===== src/rtl/tpu_pkg.sv =====
// Shared definitions for the NxN matrix-multiply engine.
//   - command opcodes carried on cmd[2:0]
//   - FSM state encoding
//   - clog2 helper and the systolic skew depth (3N-2 MAC cycles)
package tpu_pkg;

    localparam logic [2:0] OP_CLEAR    = 3'd0;
    localparam logic [2:0] OP_LOAD_A   = 3'd1;
    localparam logic [2:0] OP_LOAD_B   = 3'd2;
    localparam logic [2:0] OP_RUN      = 3'd3;
    localparam logic [2:0] OP_RUN_ACC  = 3'd4;
    localparam logic [2:0] OP_READ     = 3'd5;
    localparam logic [2:0] OP_READ_SAT = 3'd6;

    localparam logic [1:0] ST_IDLE    = 2'd0;
    localparam logic [1:0] ST_LOAD    = 2'd1;
    localparam logic [1:0] ST_COMPUTE = 2'd2;
    localparam logic [1:0] ST_READ    = 2'd3;

    function automatic int clog2(input int v);
        int r;
        r = 0;
        while ((1 << r) < v) r++;
        return r;
    endfunction

    // Cycles from first injection until the far corner PE has seen its last operand pair.
    function automatic int skew_depth(input int n);
        return 3 * n - 2;
    endfunction

endpackage


===== src/rtl/mac_pe.sv =====
// One systolic array cell.
//   clk, rst_n   clock / async active-low reset
//   clr_i        zero the accumulator (wins over acc_en_i)
//   acc_en_i     add a_i*b_i into the accumulator
//   a_i, b_i     operands from the left / from above
//   a_o, b_o     registered pass-through to the right / below
//   acc_o        accumulator value
module mac_pe #(
    parameter int DATA_W = 8,
    parameter int ACC_W  = 16,
    parameter int SIGNED = 1
) (
    input  logic              clk,
    input  logic              rst_n,
    input  logic              clr_i,
    input  logic              acc_en_i,
    input  logic [DATA_W-1:0] a_i,
    input  logic [DATA_W-1:0] b_i,
    output logic [DATA_W-1:0] a_o,
    output logic [DATA_W-1:0] b_o,
    output logic [ACC_W-1:0]  acc_o
);

    localparam int PW = 2 * DATA_W + 2;

    logic [DATA_W-1:0] a_q, b_q;
    logic [ACC_W-1:0]  acc_q, acc_d;

    // One extra bit lets a single signed multiplier cover both modes:
    // the top bit is the operand sign when SIGNED, else a zero.
    logic signed [DATA_W:0] a_x, b_x;
    logic signed [PW-1:0]   prod;

    assign a_x  = {(SIGNED != 0) & a_i[DATA_W-1], a_i};
    assign b_x  = {(SIGNED != 0) & b_i[DATA_W-1], b_i};
    assign prod = a_x * b_x;

    always_comb begin
        acc_d = acc_q;
        if (clr_i) begin
            acc_d = '0;
        end else if (acc_en_i) begin
            acc_d = acc_q + ACC_W'(prod);
        end
    end

    always_ff @(posedge clk or negedge rst_n) begin
        if (!rst_n) begin
            a_q   <= '0;
            b_q   <= '0;
            acc_q <= '0;
        end else begin
            a_q   <= a_i;
            b_q   <= b_i;
            acc_q <= acc_d;
        end
    end

    assign a_o   = a_q;
    assign b_o   = b_q;
    assign acc_o = acc_q;

endmodule


===== src/rtl/mmu_seq_nxn.sv =====
// NxN matrix-multiply engine: byte-serial operand load, skewed systolic
// compute over an NxN mac_pe array, and a backpressured byte readout.
//   clk, rst_n             clock / async active-low reset
//   cmd_valid, cmd         command strobe and opcode (see tpu_pkg)
//   cmd_ready, busy        ready only in IDLE; busy = ~cmd_ready
//   in_valid, in_data      operand stream, row-major, used only in LOAD
//   done                   one-cycle pulse at the end of RUN / RUN_ACC
//   out_valid, out_ready   result stream handshake
//   out_data, out_last     result byte, last-byte marker
//
// state      | meaning
// -----------+-----------------------------------------------
// ST_IDLE    | waiting for a command; CLEAR handled in place
// ST_LOAD    | writing N*N operand elements into A or B
// ST_COMPUTE | injecting skewed operands, t = 0..3N-2
// ST_READ    | serialising C (raw bytes or saturated bytes)
module mmu_seq_nxn
    import tpu_pkg::*;
#(
    parameter int N      = 2,
    parameter int DATA_W = 8,
    parameter int ACC_W  = 16,
    parameter int SIGNED = 1
) (
    input  logic              clk,
    input  logic              rst_n,
    input  logic              cmd_valid,
    input  logic [2:0]        cmd,
    output logic              cmd_ready,
    input  logic              in_valid,
    input  logic [DATA_W-1:0] in_data,
    output logic              busy,
    output logic              done,
    output logic              out_valid,
    input  logic              out_ready,
    output logic [7:0]        out_data,
    output logic              out_last
);

    localparam int NN   = N * N;
    localparam int IW   = clog2(NN);
    localparam int SKEW = skew_depth(N);
    localparam int CW   = clog2(SKEW + 1);
    localparam int BPE  = ACC_W / 8;
    localparam int BW   = (BPE > 1) ? clog2(BPE) : 1;

    localparam logic [ACC_W-1:0] S_MAX = ACC_W'(127);
    localparam logic [ACC_W-1:0] S_MIN = ACC_W'(-128);
    localparam logic [ACC_W-1:0] U_MAX = ACC_W'(255);

    logic [1:0]        state_q, state_d;
    logic [IW-1:0]     cnt_q, cnt_d;
    logic              sel_b_q, sel_b_d;
    logic [CW-1:0]     t_q, t_d;
    logic [IW-1:0]     elem_q, elem_d;
    logic [BW-1:0]     byte_q, byte_d;
    logic              sat_q, sat_d;
    logic              out_valid_q, out_valid_d;
    logic              done_q, done_d;
    logic              acc_clr, acc_en, wr_a, wr_b;
    logic              last_byte;

    logic [DATA_W-1:0] a_buf_q [NN];
    logic [DATA_W-1:0] b_buf_q [NN];
    logic [DATA_W-1:0] a_inj   [N];
    logic [DATA_W-1:0] b_inj   [N];
    logic [ACC_W-1:0]  acc_w   [NN];

    logic [ACC_W-1:0]  acc_sel, acc_shift;
    logic [7:0]        raw_byte, sat_byte;

    assign acc_en    = (state_q == ST_COMPUTE);
    assign last_byte = sat_q || (byte_q == BW'(BPE - 1));

    always_comb begin
        state_d     = state_q;
        cnt_d       = cnt_q;
        sel_b_d     = sel_b_q;
        t_d         = t_q;
        elem_d      = elem_q;
        byte_d      = byte_q;
        sat_d       = sat_q;
        out_valid_d = out_valid_q;
        done_d      = 1'b0;
        acc_clr     = 1'b0;
        wr_a        = 1'b0;
        wr_b        = 1'b0;
        case (state_q)
            ST_IDLE: begin
                if (cmd_valid) begin
                    case (cmd)
                        OP_CLEAR: acc_clr = 1'b1;
                        OP_LOAD_A, OP_LOAD_B: begin
                            state_d = ST_LOAD;
                            sel_b_d = (cmd == OP_LOAD_B);
                            cnt_d   = '0;
                        end
                        OP_RUN, OP_RUN_ACC: begin
                            acc_clr = (cmd == OP_RUN);
                            state_d = ST_COMPUTE;
                            t_d     = '0;
                        end
                        OP_READ, OP_READ_SAT: begin
                            state_d     = ST_READ;
                            sat_d       = (cmd == OP_READ_SAT);
                            elem_d      = '0;
                            byte_d      = '0;
                            out_valid_d = 1'b1;
                        end
                        default: ;
                    endcase
                end
            end
            ST_LOAD: begin
                if (in_valid) begin
                    wr_a = ~sel_b_q;
                    wr_b = sel_b_q;
                    if (cnt_q == IW'(NN - 1)) begin
                        state_d = ST_IDLE;
                    end else begin
                        cnt_d = cnt_q + 1'b1;
                    end
                end
            end
            ST_COMPUTE: begin
                if (t_q == CW'(SKEW)) begin
                    state_d = ST_IDLE;
                    done_d  = 1'b1;
                end else begin
                    t_d = t_q + 1'b1;
                end
            end
            default: begin
                if (out_valid_q && out_ready) begin
                    if (out_last) begin
                        out_valid_d = 1'b0;
                        state_d     = ST_IDLE;
                    end else if (last_byte) begin
                        byte_d = '0;
                        elem_d = elem_q + 1'b1;
                    end else begin
                        byte_d = byte_q + 1'b1;
                    end
                end
            end
        endcase
    end

    always_ff @(posedge clk or negedge rst_n) begin
        if (!rst_n) begin
            state_q     <= ST_IDLE;
            cnt_q       <= '0;
            sel_b_q     <= 1'b0;
            t_q         <= '0;
            elem_q      <= '0;
            byte_q      <= '0;
            sat_q       <= 1'b0;
            out_valid_q <= 1'b0;
            done_q      <= 1'b0;
            for (int k = 0; k < NN; k++) begin
                a_buf_q[k] <= '0;
                b_buf_q[k] <= '0;
            end
        end else begin
            state_q     <= state_d;
            cnt_q       <= cnt_d;
            sel_b_q     <= sel_b_d;
            t_q         <= t_d;
            elem_q      <= elem_d;
            byte_q      <= byte_d;
            sat_q       <= sat_d;
            out_valid_q <= out_valid_d;
            done_q      <= done_d;
            if (wr_a) a_buf_q[cnt_q] <= in_data;
            if (wr_b) b_buf_q[cnt_q] <= in_data;
        end
    end

    // Edge injection at step t: row i of A carries A[i][t-i], column j of B
    // carries B[t-j][j]; outside 0..N-1 (and outside COMPUTE) zeros are fed,
    // so the pass-through registers hold zeros whenever a run starts.
    always_comb begin
        for (int i = 0; i < N; i++) begin
            a_inj[i] = '0;
            b_inj[i] = '0;
            if (acc_en && (t_q >= CW'(i)) && (t_q < CW'(i + N))) begin
                a_inj[i] = a_buf_q[IW'(IW'(i * N) + IW'(t_q - CW'(i)))];
                b_inj[i] = b_buf_q[IW'(IW'(t_q - CW'(i)) * IW'(N) + IW'(i))];
            end
        end
    end

    logic [DATA_W-1:0] a_h [N][N+1];
    logic [DATA_W-1:0] b_v [N+1][N];
    logic [N-1:0]      unused_a_edge, unused_b_edge;

    for (genvar gi = 0; gi < N; gi++) begin : g_row
        assign a_h[gi][0]       = a_inj[gi];
        assign b_v[0][gi]       = b_inj[gi];
        assign unused_a_edge[gi] = ^a_h[gi][N];
        assign unused_b_edge[gi] = ^b_v[N][gi];
        for (genvar gj = 0; gj < N; gj++) begin : g_col
            mac_pe #(
                .DATA_W (DATA_W),
                .ACC_W  (ACC_W),
                .SIGNED (SIGNED)
            ) u_pe (
                .clk      (clk),
                .rst_n    (rst_n),
                .clr_i    (acc_clr),
                .acc_en_i (acc_en),
                .a_i      (a_h[gi][gj]),
                .b_i      (b_v[gi][gj]),
                .a_o      (a_h[gi][gj+1]),
                .b_o      (b_v[gi+1][gj]),
                .acc_o    (acc_w[gi*N+gj])
            );
        end
    end

    always_comb begin
        acc_sel   = acc_w[elem_q];
        acc_shift = acc_sel >> (8 * byte_q);
        raw_byte  = acc_shift[7:0];
        if (SIGNED != 0) begin
            if ($signed(acc_sel) > $signed(S_MAX)) begin
                sat_byte = 8'h7F;
            end else if ($signed(acc_sel) < $signed(S_MIN)) begin
                sat_byte = 8'h80;
            end else begin
                sat_byte = acc_sel[7:0];
            end
        end else begin
            sat_byte = (acc_sel > U_MAX) ? 8'hFF : acc_sel[7:0];
        end
    end

    // Outputs derive from held indices, so they stay stable through a stall.
    assign out_valid = out_valid_q;
    assign out_data  = out_valid_q ? (sat_q ? sat_byte : raw_byte) : 8'h00;
    assign out_last  = out_valid_q && (elem_q == IW'(NN - 1)) && last_byte;
    assign cmd_ready = (state_q == ST_IDLE);
    assign busy      = ~cmd_ready;
    assign done      = done_q;

endmodule

===== config.mk =====
export PLATFORM = sky130hd
export DESIGN_NAME = mmu_seq_nxn
export DESIGN_NICKNAME = d
export VERILOG_FILES = /design/src/rtl/tpu_pkg.sv /design/src/rtl/mac_pe.sv /design/src/rtl/mmu_seq_nxn.sv
export SDC_FILE = /design/constraint.sdc
export NUM_CORES = 1
export LEC_CHECK = 0
export ABC_CLOCK_PERIOD_IN_PS = 7000
export BUFFER_PORTS_ARGS = -buffer_cell sky130_fd_sc_hd__buf_2
export CORE_MARGIN = 2
export CORE_UTILIZATION = 40
export CTS_CLUSTER_SIZE = 16
export DETAILED_ROUTE_END_ITERATION = 10
export PLACE_DENSITY_LB_ADDON = 0.3
export SYNTH_ARGS = -nofsm -noshare
export SYNTH_HDL_FRONTEND = slang
export SYNTH_SLANG_ARGS = --single-unit
export TNS_END_PERCENT = 5

===== constraint.sdc =====
create_clock -name clk -period 7 [get_ports clk]
set_input_delay 0 -clock clk [delete_from_list [all_inputs] [get_ports clk]]
set_output_delay 0 -clock clk [all_outputs]
set_load 0.005 [all_outputs]

; Word level (Yosys, flattened, before mapping)
; Index checks and enable logic that the tools add are counted.
[word_totals]
regBits = 174
latchBits = 0
ram_bits = 0
rom_bits = 0
input_bits = 16
output_inout_bits = 13
word_cells = 194
memories = 0
[op_classes]
add_sub_neg = 11
multipliers = 4
div_mod_pow = 0
n_lt_le_gt_ge = 13
n_eq_ne = 22
shift = 1
muxes = 78
n_bitwise = 9
reduce_logical = 31
[op_table]
columns = cell, count
row1 = 16-bit two-way mux, 10
row2 = 8-bit two-way mux, 17
row3 = 16-bit adder, 4
row4 = 8-bit binary-select mux with 2-bit select, 4
row5 = 32-bit bitwise mux, 2
row6 = 8-bit by 8-bit multiplier with 16-bit output, 4
row7 = 16-bit binary-select mux with 2-bit select, 1
row8 = 2-bit two-way mux, 15
row9 = "3-bit greater-or-equal comparator, second input constant", 6
row10 = 2-bit NOT with 3-bit output, 6
row11 = 1-bit two-way mux, 17
row12 = 8-bit demux with 2-bit select, 1
row13 = "16-bit by 8-bit greater-than comparator with 1-bit output, second input constant", 1
row14 = "16-bit by 8-bit less-than comparator with 1-bit output, second input constant", 1
row15 = 16-bit by 4-bit right shift with 8-bit output, 1
row16 = 5-bit AND reduction, 3
row17 = "3-bit equality test, second input constant", 4
row18 = "2-bit != test, second input constant", 6
row19 = 2-bit case mux with 3 select lines, 2
row20 = 2-bit nonzero test, 6
row21 = 3-bit two-way mux, 3
row22 = 1-bit logical AND, 8
row23 = "2-bit by 1-bit != test with 1-bit output, second input constant", 4
row24 = 2-bit case mux with 2 select lines, 2
row25 = other kinds (25), 41

; Logic depth before layout (Yosys ltp)
[depth]
depth_word = 11
ltp_mapped = 27
depth_no_buf = 24

; Cells and area by module
; A second synthesis with hierarchy kept.
[hier_totals]
cells_unflattened = 1891
area_unflattened_um2 = 20397.1
[by_module_without_submodules]
columns = mod, instances, cells_each, area_per_inst_um2
row1 = mac_pe at g_row[0].g_col[0].u_pe ..., 2, 381, 3958.8
row2 = mmu_seq_nxn, 1, 378, 4578.1
row3 = mac_pe at g_row[1].g_col[0].u_pe, 1, 374, 3958.8
row4 = mac_pe at g_row[1].g_col[1].u_pe, 1, 377, 3942.5

; Least setup slack after synthesis
; OpenSTA, ideal clock, no wires.
[synth_timing]
path_type = flip-flop to flip-flop
start = reg t_q[0]
end = reg g_row[1].g_col[0].u_pe.acc_q[15]
arrival_ns = 6.296
required_time_ns = 6.914
setup_slack_ns = 0.618
path_stages_with_launch = 25
n_path_buf = 5
period_less_slack_ns = 6.382
cell_sequence = dfrtp_1 > buf_4 > buf_4 > buf_4 > inv_1 > ha_1 > clkbuf_1 > mux4_2 > nor2b_1 > clkbuf_1 > and2_1 > inv_1 > fa_1 > inv_1 > fa_1 > fa_1 > fa_1 > fa_1 > ha_1 > o21ai_0 > o21ai_0 > and3_1 > nor3_1 > o211a_1 > nor3_1
[synth_rtl]
columns = item, line_no
row1 = start: declaration, mmu_seq_nxn.sv:54  ; logic [CW-1:0] t_q, t_d;
row2 = start signal: assignment, mmu_seq_nxn.sv:168  ; t_q <= t_d;
row3 = end signal: assignment, mac_pe.sv:51  ; acc_q <= '0;
row4 = end signal: assignment, mac_pe.sv:55  ; acc_q <= acc_d;
row5 = end: declaration, mac_pe.sv:27  ; logic [ACC_W-1:0] acc_q, acc_d;

==> impl_summary.log <==
[metrics] switch share: 0.457
[metrics] Syn Inst Count: 1964
[metrics] most repeated library cell on the critical path: fa_1
[metrics] sequential area share after synthesis: 0.218
[metrics] antenna violations before repair: 0
[metrics] Switch Pwr: 2.95 mW
[metrics] die footprint: 51700 um2
[metrics] cts bufs inserted: 17
[metrics] startpoint kind of the worst setup timing path: flop
[metrics] Wirelength per Cell: 18.3 um
[metrics] TritonCTS clock tree: yes
[metrics] Final period util: 0.921
[metrics] maximum number of pins on one net before global-route repair: 68
[metrics] die boundary width: 227 um
[metrics] data required time of the worst path: 7.37 ns
[metrics] path type of the worst setup path: reg -> reg
[metrics] reg-to-reg startpoint: state_q[0]
[metrics] sequential power share: 0.274
[metrics] Total Routed Length: 48.9 mm
[metrics] ports placed on the boundary: 29
[metrics] count of warnings emitted by yosys: 0
[metrics] type of the worst min-delay path: in -> reg
[metrics] fraction of layout cells with a size suffix above 1: 0.0966
[metrics] final sum of negative setup slack: 0 ns
[metrics] placed wire-length estimate after detailed placement: 39.7 mm
[metrics] fmax: 0.155 GHz
[metrics] number of max-cap violations: 0
[metrics] Slew Limit Headroom: 0.398
[metrics] design internal power: 3.51 mW
[metrics] Peak supply drop: 0.197 mV
[metrics] FF/Latch Area: 4360 um2
[metrics] routed vias/inst: 5.16
[metrics] drt first-iter violations: 769
[metrics] per-instance average area after synthesis: 10.2 um2
[metrics] CP top delay family: adder cells
[metrics] ys async rst share: 1.00
[metrics] max-slew violation count: 0
[metrics] effective utilization at floorplan: 0.406
[metrics] top post-synthesis cells by area: fa_1, dfrtp_1, ha_1, inv_1, mux2_2
[metrics] number of distinct library cell variants in the gate-level netlist after synthesis: 59
[metrics] quantity of I/O buffers inserted on ports: 28
[metrics] Setup crit start: state_q[0]
[metrics] clock tree root buffer cell: clkbuf_16
[metrics] worst-path cell chain: inv_1, ha_4, nand2b_1, a21oi_1, o31ai_2, buf_4, nor2_1, nand2_1, fa_1, fa_1, inv_1, fa_1, fa_1, inv_1, fa_1, inv_1, ha_1, o21ai_0, o21ai_0, nand2_1, o211ai_1, a211oi_1, nor4_1
[metrics] Overflow after GRT: 0
[metrics] synth cell count leaders: inv_1, fa_1, dfrtp_1
[metrics] dominant register cell in the synthesized netlist: dfrtp_1
[metrics] clock transition time at the flip-flop clock pins of the worst setup and hold paths: 0.07 ns
[metrics] number of synthesized flops with an enable pin: 0
[metrics] Cell Rows: 81
[metrics] Area Overhead vs Synth: 8.68%
[metrics] Die Y: 227 um
[metrics] Core ar.: 49200 um2
[metrics] most used standard cell by instance count after synthesis: inv_1
[metrics] post-route worst setup slack: 0.554 ns
[metrics] clock latency reported for the late side of the worst-skew pair: 0.47 ns
[metrics] Worst-Margin Slew: 0.904 ns
[metrics] post-synthesis register bit count: 174
[metrics] Slowest Stage Delay on Critical Path: 0.65 ns
[metrics] DRC: 0
[metrics] final setup vio count: 0
[metrics] Synth top area share: 0.285
[metrics] critical path data arrival time: 6.82 ns
[metrics] Setup Buffers After CTS: 0
[metrics] cell type contributing the most total cell area after synthesis: fa_1
[metrics] Cell Pwr Density: 298 nW/um2
[metrics] combined buffer and inverter count along the critical path: 5
[metrics] overall via count from detail_route: 13800
[metrics] worst hold path startpoint: cmd[1]
[metrics] Net Count, Synth: 2423
[metrics] number of detailed-routing iterations run before antenna repair: 5
[metrics] maximum fanout along the worst path: 17
[metrics] clock tree skew after final layout: 0.0137 ns
[metrics] global-route wire length before repair: 81.5 mm
[metrics] Sinks on Clock Net: 174
[metrics] number of H-tree levels: 4
[metrics] gr usage total: 0.206
[metrics] unrepaired setup endpoints after global routing: no
[metrics] final hold violations: 0
[metrics] outcome: complete, no violations
[metrics] maximum clock insertion buffer count: 2
[metrics] slowest stage cell, crit path: nor2_1
[metrics] number of inserted filler cells in the final layout: 4654
[metrics] antenna-violating nets left: 0
[metrics] vias in the first global route: 14900
[metrics] minimum setup slack after placement: 0.507 ns
[metrics] GP Congestion: 0.862
[metrics] minimum clock period after layout: 6.45 ns
[metrics] static leakage: 10.8 nW
[metrics] power share of the combinational group: 0.565
[metrics] nets: 2455
[metrics] Antenna Diode Count: 0
[metrics] footprint of the multi-input gates: 14000 um2
[metrics] share of power burned in the clock network: 0.162
[metrics] Cell Area, Synth: 20000 um2
[metrics] Crit. End Element: flop
-- registers in the layout (all words and copies together), names as in the netlist, 2 cells and up --
name,flops
g_row.g_col.u_pe.acc_o,64
a_buf_q,32
b_buf_q,32
g_row.g_col.u_pe.a_o,16
g_row.g_col.u_pe.b_o,16
t_q,3
cnt_q,2
elem_q,2
state_q,2
-- per-layer routing --
layer / GRT usage / up-vias / part of all wire
li1: - / 6368 / -
met1: 0.280 / 7073 / 0.46
met2: 0.332 / 306 / 0.47
met3: 0.0385 / 59 / 0.048
met4: 0.0694 / 0 / 0.030
met5: 0.00664 / - / 0
-- tightest hold or removal path, cell delays in order --
cell and delay (ns):
buf_2 0.15, nand2_1 0.12, xnor2_1 0.07, nand2_1 0.08, mux2i_1 0.07
-- cell families (layout without fill, tap and decap cells) --
| group | count (synthesis) | after routing | share of synthesized area |
|---|---|---|---|
| and+or+nand+nor | 540 | 540 | 0.135 |
| adders and majority gates | 443 | 443 | 0.384 |
| buffers and inverters | 414 | 459 | 0.0795 |
| AOI/OAI and AO/OA | 183 | 183 | 0.0603 |
| DFF | 174 | 174 | 0.218 |
| muxes | 150 | 150 | 0.0968 |
| xor gates and xnor gates | 60 | 60 | 0.0263 |
-- power groups by stage --
stage	sequential, mW	combinational [mW]	clock, mW
6_report	1.77	3.65	1.04
5_1_grt	1.82	4.13	1.11
4_1_cts	1.77	3.66	1.07
3_5_place_dp	1.79	3.61	0
3_3_place_gp	1.78	3.52	0
2_1_floorplan	1.51	2.76	0
-- final timing paths --
path / end / slack (ns) / cells after the start
worst max-delay path: g_row[0].g_col[1].u_pe.acc_o[15] / 0.55 / 23
worst min register to register: b_buf_q[1] / 0.50 / 1
worst min-delay path: state_q[1] / 0.06 / 5
min in group asynchronous: b_buf_q[21] / 0.08 / 2
worst max register to register: g_row[0].g_col[1].u_pe.acc_o[15] / 0.55 / 23
max in group asynchronous: g_row[0].g_col[1].u_pe.acc_o[7] / 5.62 / 3
-- stage by stage --
stage	hold slack, ns	instances	power (mW)	area (um2)	utilization
final	0.0563	2673	6.46	21700	0.441
after global routing	0.0691	2673	7.06	21700	0.441
after CTS	0.0323	2673	6.50	21700	0.441
after detailed placement	0.00297	2625	5.40	20900	0.425
after global placement	-0.000911	2625	5.30	20900	0.425
after floorplan	-0.296	1964	4.27	20000	-
-- what timing repair did --
action / in CTS / in global routing
hold buffers: 16 / 0
resized for setup: 0 / 1
endpoints found under the setup margin: 0 / 1
hold endpoints to repair: 122 / 0
-- layout by cell type (no fill, tap or decap), drive strengths merged, types with 5 or more instances in the layout --
cell type	netlist	layout
buf	22	54
o31ai	9	9
nand3	22	22
a21o	10	10
and3	14	14
dfrtp	174	174
clkbuf	35	23
o211a	6	6
o21ai	47	47
or3	11	11
a31oi	9	9
nor4b	5	5
o21bai	7	7
nand2b	19	19
inv	355	356
nand3b	6	6
mux2	72	72
nor2b	20	20
xnor2	55	55
nor2	111	111
ha	159	159
nor3	50	50
o211ai	6	6
xor2	5	5
a22o	8	8
mux2i	51	51
o21a	26	26
fa	284	284
nand4	6	6
a21oi	33	33
mux4	27	27
and2	103	103
a211oi	11	11
dlygate4sd3	0	16
clkinv	2	5
nand2	159	159
-- layout make-up --
type / count / area share
Timing Repair Buffer: 70 / 0.0231
Tap cell: 664 / 0.0383
Inverter: 357 / 0.0618
Multi-Input combinational cell: 1376 / 0.647
Clock buffer: 23 / 0.0216
Clock inverter: 9 / 0.00732
Sequential cell: 174 / 0.201
No activity file was read; power rests on OpenSTA's default activity.
